==> config.mk <==
export PLATFORM = sky130hd
export DESIGN_NAME = conv1_layer1_out_collector
export DESIGN_NICKNAME = d
export VERILOG_FILES = /design/src/rtl/conv1_layer1_out_collector.sv
export SDC_FILE = /design/constraint.sdc
export NUM_CORES = 2
export LEC_CHECK = 0
export CORE_MARGIN = 5
export CORE_UTILIZATION = 49
export DETAILED_ROUTE_END_ITERATION = 10
export HOLD_SLACK_MARGIN = 0.12
export PLACE_DENSITY_LB_ADDON = 0.2
export SYNTH_ARGS = -nofsm -noshare
export SYNTH_HDL_FRONTEND = slang
export SYNTH_SLANG_ARGS = --single-unit
==> constraint.sdc <==
create_clock -name clk -period 3.1 [get_ports clk]
set_input_delay 0.62 -clock clk [delete_from_list [all_inputs] [get_ports clk]]
set_output_delay 0.62 -clock clk [all_outputs]
set_load 0.1 [all_outputs]
==> src/rtl/conv1_layer1_out_collector.sv <==
// conv1_layer1_out_collector
// Write-side collector for the conv1_layer1 dense stage. It issues need_data
// requests upstream, gated by a credit counter, and collects the adder-tree
// results. Every LANES results are packed into one output word, which is then
// written to the output-feature BRAM.
module conv1_layer1_out_collector #(
  parameter int DATA_W       = 16,
  parameter int LANES        = 25,
  parameter int DEPTH        = 1024,
  parameter int ADDR_W       = 10,
  parameter int MAX_INFLIGHT = 8
) (
  input  logic                    clk,
  input  logic                    rst,
  input  logic                    start,
  input  logic                    res_v,
  input  logic [DATA_W-1:0]       res_data,
  output logic                    need_data,
  output logic                    wr_en,
  output logic [ADDR_W-1:0]       wr_addr,
  output logic [LANES*DATA_W-1:0] wr_data,
  output logic                    busy,
  output logic                    done,
  output logic                    ovf_err
);

  localparam int TOTAL  = DEPTH * LANES;
  localparam int REQ_W  = $clog2(TOTAL + 1);
  localparam int CRED_W = $clog2(MAX_INFLIGHT + 1);
  localparam int LANE_W = (LANES > 1) ? $clog2(LANES) : 1;
  localparam int WORD_W = LANES * DATA_W;

  localparam logic [REQ_W-1:0]  REQ_TOTAL = REQ_W'(TOTAL);
  localparam logic [CRED_W-1:0] CRED_MAX  = CRED_W'(MAX_INFLIGHT);
  localparam logic [LANE_W-1:0] LANE_LAST = LANE_W'(LANES - 1);
  localparam logic [ADDR_W-1:0] ADDR_LAST = ADDR_W'(DEPTH - 1);

  localparam logic [1:0] S_IDLE  = 2'd0;
  localparam logic [1:0] S_RUN   = 2'd1;
  localparam logic [1:0] S_DRAIN = 2'd2;
  localparam logic [1:0] S_DONE  = 2'd3;

  logic [1:0]        state;
  logic [CRED_W-1:0] credits;
  logic [REQ_W-1:0]  req_cnt;
  logic [LANE_W-1:0] lane_cnt;
  logic [ADDR_W-1:0] word_cnt;
  logic [WORD_W-1:0] pack;

  logic              req_go;
  logic              res_ok;
  logic              res_bad;
  logic              last_lane;
  logic              last_word_wr;
  logic [WORD_W-1:0] pack_next;

  // Request/accept qualification and the pack word including the incoming lane
  always_comb begin
    req_go       = (state == S_RUN) && (credits != '0) && (req_cnt != REQ_TOTAL);
    res_ok       = res_v && ((state == S_RUN) || (state == S_DRAIN)) && (credits != CRED_MAX);
    res_bad      = res_v && !res_ok;
    last_lane    = (lane_cnt == LANE_LAST);
    last_word_wr = wr_en && (wr_addr == ADDR_LAST);
    pack_next    = pack;
    pack_next[int'(lane_cnt)*DATA_W +: DATA_W] = res_data;
  end

  // Status outputs decoded from the FSM state and request qualifier
  always_comb begin
    need_data = req_go;
    busy      = (state == S_RUN) || (state == S_DRAIN);
    done      = (state == S_DONE);
  end

  // FSM, credit/request counters, lane packing and BRAM write port
  always_ff @(posedge clk) begin
    if (rst) begin
      state    <= S_IDLE;
      credits  <= CRED_MAX;
      req_cnt  <= '0;
      lane_cnt <= '0;
      word_cnt <= '0;
      pack     <= '0;
      wr_en    <= 1'b0;
      wr_addr  <= '0;
      wr_data  <= '0;
      ovf_err  <= 1'b0;
    end else begin
      wr_en <= 1'b0;

      case (state)
        S_IDLE: begin
          if (start) begin
            state    <= S_RUN;
            credits  <= CRED_MAX;
            req_cnt  <= '0;
            lane_cnt <= '0;
            word_cnt <= '0;
            pack     <= '0;
            ovf_err  <= 1'b0;
          end
        end
        S_RUN: begin
          // A zero-latency upstream can finish the last word before RUN exits
          if (last_word_wr)
            state <= S_DONE;
          else if (req_cnt == REQ_TOTAL)
            state <= S_DRAIN;
        end
        S_DRAIN: begin
          if (last_word_wr)
            state <= S_DONE;
        end
        default: begin
          state <= S_IDLE;
        end
      endcase

      // Simultaneous request and accepted result cancel out
      if (req_go && !res_ok)
        credits <= credits - 1'b1;
      else if (res_ok && !req_go)
        credits <= credits + 1'b1;

      if (req_go)
        req_cnt <= req_cnt + 1'b1;

      if (res_ok) begin
        if (last_lane) begin
          wr_en    <= 1'b1;
          wr_addr  <= word_cnt;
          wr_data  <= pack_next;
          word_cnt <= word_cnt + 1'b1;
          lane_cnt <= '0;
        end else begin
          lane_cnt <= lane_cnt + 1'b1;
        end
        pack <= pack_next;
      end

      // Set after the IDLE clear so a stray result always leaves a mark
      if (res_bad)
        ovf_err <= 1'b1;
    end
  end

endmodule
==> results.ini <==
[clocking]
hold_buffers=0
clock_path_buffers=3
clkSlewWorstSetupHoldPaths_ns=0.06
cts_root_buf=clkbuf_16
clock_sinks=848
htreeDepth=3
clkLatencyLatePin_ns=0.63
cts_tree=built
numCtsBuffers=87

[timing]
tns_ns=0
fmax_mhz=339
period_share_pct=95.2
layout_min_cycle_time_ns=2.95
worst_pin_slew_ns=1.00
finalHoldViolCount=0
slew_violations=0
relSlewSlack_pct=33.0
setup_viol=0
skew_ns=0.0213
setup_slack_ns=0.148

[job]
max-cap-violations=0

[global_route]
grt_pass1_wl_um=156000
gr-total-overflow=0
grtUsageTotal_pct=29.3
antenna_found_initial=0
grt_max_degree=97
grt_pass1_vias=25600

[pwr]
ir_worst_vdd_v=0.000418
p_leak_nw=14.7
p_per_area_mw_per_mm2=651
p_total_mw=24.7

[min_path]
worst_hold_path_type=in -> reg
hp-start=rst

[synth]
synth_compound_area_share_pct=23.4
synth-simple-area-share_pct=13.9
synth_fa_ha_area_share_pct=0.534
synth.avg_cell_area_um2=9.72
synthTopCellsByCount=dfxtp_1, nor2_1, nand2_1
syn-cell-area_mm2=0.0304
synth_top_area_share_pct=55.8
synth.most_common_cell=dfxtp_1
async_reset_ff_share_pct=0
synth_seq_area_share_pct=55.8
synth_cell_types=67
synth_ff_type=dfxtp_1
synth_nets=3165
synth_top_family_by_area=compound AO/OA/AOI/OAI gates
muxShareOfSynthArea_pct=2.24
synth-edff-count=0
synthCells=3132
synth-xor-area-share_pct=0.288
synth-warning-count=0
ys_top_cells_by_area=dfxtp_1, o2bb2ai_1, a22o_1
synth_top_area_cell=dfxtp_1
ys_ff_latch=848

[setup_path]
endpoint_kind=output port
path_max_fanout=12
r2r-start=lane_cnt[0]$_SDFFE_PP0P_
cp.required_ns=2.48
crit_chain=inv_1 -> ha_1 -> nor4b_1 -> a41oi_1 -> nand2b_1 -> clkinvlp_4 -> buf_12
critical-path-top-delay-family=buffers and inverters
path_buf_inv=3
crit_type=reg -> out
crit_path_top_delay_cell=dfxtp_1
critPathLaunch=req_cnt[0]$_SDFFE_PP0P_
crit_arrival_ns=2.33
critPathMaxStageDelay_ns=0.34
start_kind=register

[outcome]
status=finished clean

[final_layout]
num-fill-cells=5185
diodes=0
multi_input_area_mm2=0.0124
final-seq-area_mm2=0.0170
final_util_pct=61.7
nets=3575
drive_above_1_share_pct=20.7
area_delta_synth_final_pct=24.9

[floorplan]
die_h_um=259
coreArea_mm2=0.0616
die_w_um=259
initial_core_util_pct=49.4
ios=435
die_area_mm2=0.0672
num_rows=91

[detailed_routing]
drt.antenna.violating_nets=0
via_per_inst=5.94
firstDrtPassIters=6
avgRoutedWirePerCell_um=23.4
drc_errors=0
wirelength_um=104000
drt_iter0_drc=2310
num_vias=26400

[place]
gp_congestion=0.878
dp_hpwl_um=71100
place_worst_setup_slack_ns=0.0840
port_buffers=434

[layer usage]
layer	global-route usage (%)	vias to the layer above	wire length (µm)
met5	0	-	0
met4	11.7	0	4090
met3	6.34	220	8530
met2	47.0	1109	47800
met1	39.0	12900	43600
li1	-	12200	-
[where the power goes]
| group | switching [mW] | total [mW] | internal, mW |
|---|---|---|---|
| sequential | 0.0730 | 11.0 | 11.0 |
| clock | 4.36 | 10.5 | 6.12 |
| combinational | 2.31 | 3.23 | 0.924 |
| total | 6.74 | 24.7 | 18.0 |
[sequential cells by signal (all words and copies together), names as in the netlist]
| signal | flops |
|---|---|
| ovf_err | 1 |
| word_cnt | 10 |
| state | 2 |
| pack | 400 |
| req_cnt | 15 |
| wr_data | 400 |
| lane_cnt | 5 |
| credits | 4 |
| wr_addr | 10 |
| wr_en | 1 |
[worst paths after layout]
check	end	slack [ns]	depth (start not counted)
worst max register to register	pack[4]$_SDFFE_PP0P_	0.15	11
worst min-delay path	pack[3]$_SDFFE_PP0P_	0.34	2
worst min register to register	wr_data[392]$_SDFFE_PP0P_	0.45	2
worst max-delay path	need_data	0.15	7
[worst reg2reg max path: stages, from the launching register on]
cell,delay (ns)
dfxtp_1,0.33
inv_1,0.06
ha_1,0.21
nand2b_1,0.10
nor2_1,0.05
ha_1,0.34
or4b_4,0.55
or4_4,0.64
mux2i_1,0.26
nor2_1,0.07
a31oi_1,0.17
nor2_1,0.05
[per-stage QoR]
step | hold WS, ns | cells | cell area, µm²
after floorplan | 0.426 | 3132 | 30400
after global placement | 0.433 | 4289 | 35100
after detailed placement | 0.433 | 4289 | 35100
after CTS | 0.303 | 4445 | 37900
after global routing | 0.329 | 4446 | 38000
final | 0.342 | 4446 | 38000
[layout make-up]
class | instances | area share, %
Tap cell | 837 | 2.75
Clock inverter | 30 | 0.895
Clock buffer | 126 | 6.67
Timing Repair Buffer | 585 | 12.2
Multi-Input combinational cell | 2000 | 32.6
Inverter | 20 | 0.214
Sequential cell | 848 | 44.7
[placed cells by master (no fill, tap or decap), drive strengths merged, types with 18 or more instances in the layout]
cell type / count
nand3: 39
nor3: 136
nor2: 447
buf: 567
nand2: 269
a22o: 208
clkinv: 20
a211oi: 146
mux2i: 67
o2bb2ai: 254
a311oi: 19
dfxtp: 848
a21oi: 94
clkbuf: 126
inv: 22
a31oi: 46
clkdlybuf4s50: 18
o21ai: 89
[kinds of logic after synthesis]
kind of cell | after synthesis
adders and majority gates | 13
buffers and inverters | 285
and+or+nand+nor | 985
xor gates and xnor gates | 10
DFF | 848
AOI/OAI and AO/OA | 923
muxes | 68
[what timing repair did]
item	in CTS	in global routing
setup endpoints to repair	0	39
resized for setup	0	17
buffers inserted	0	0
No activity file was read; power rests on OpenSTA's default activity.
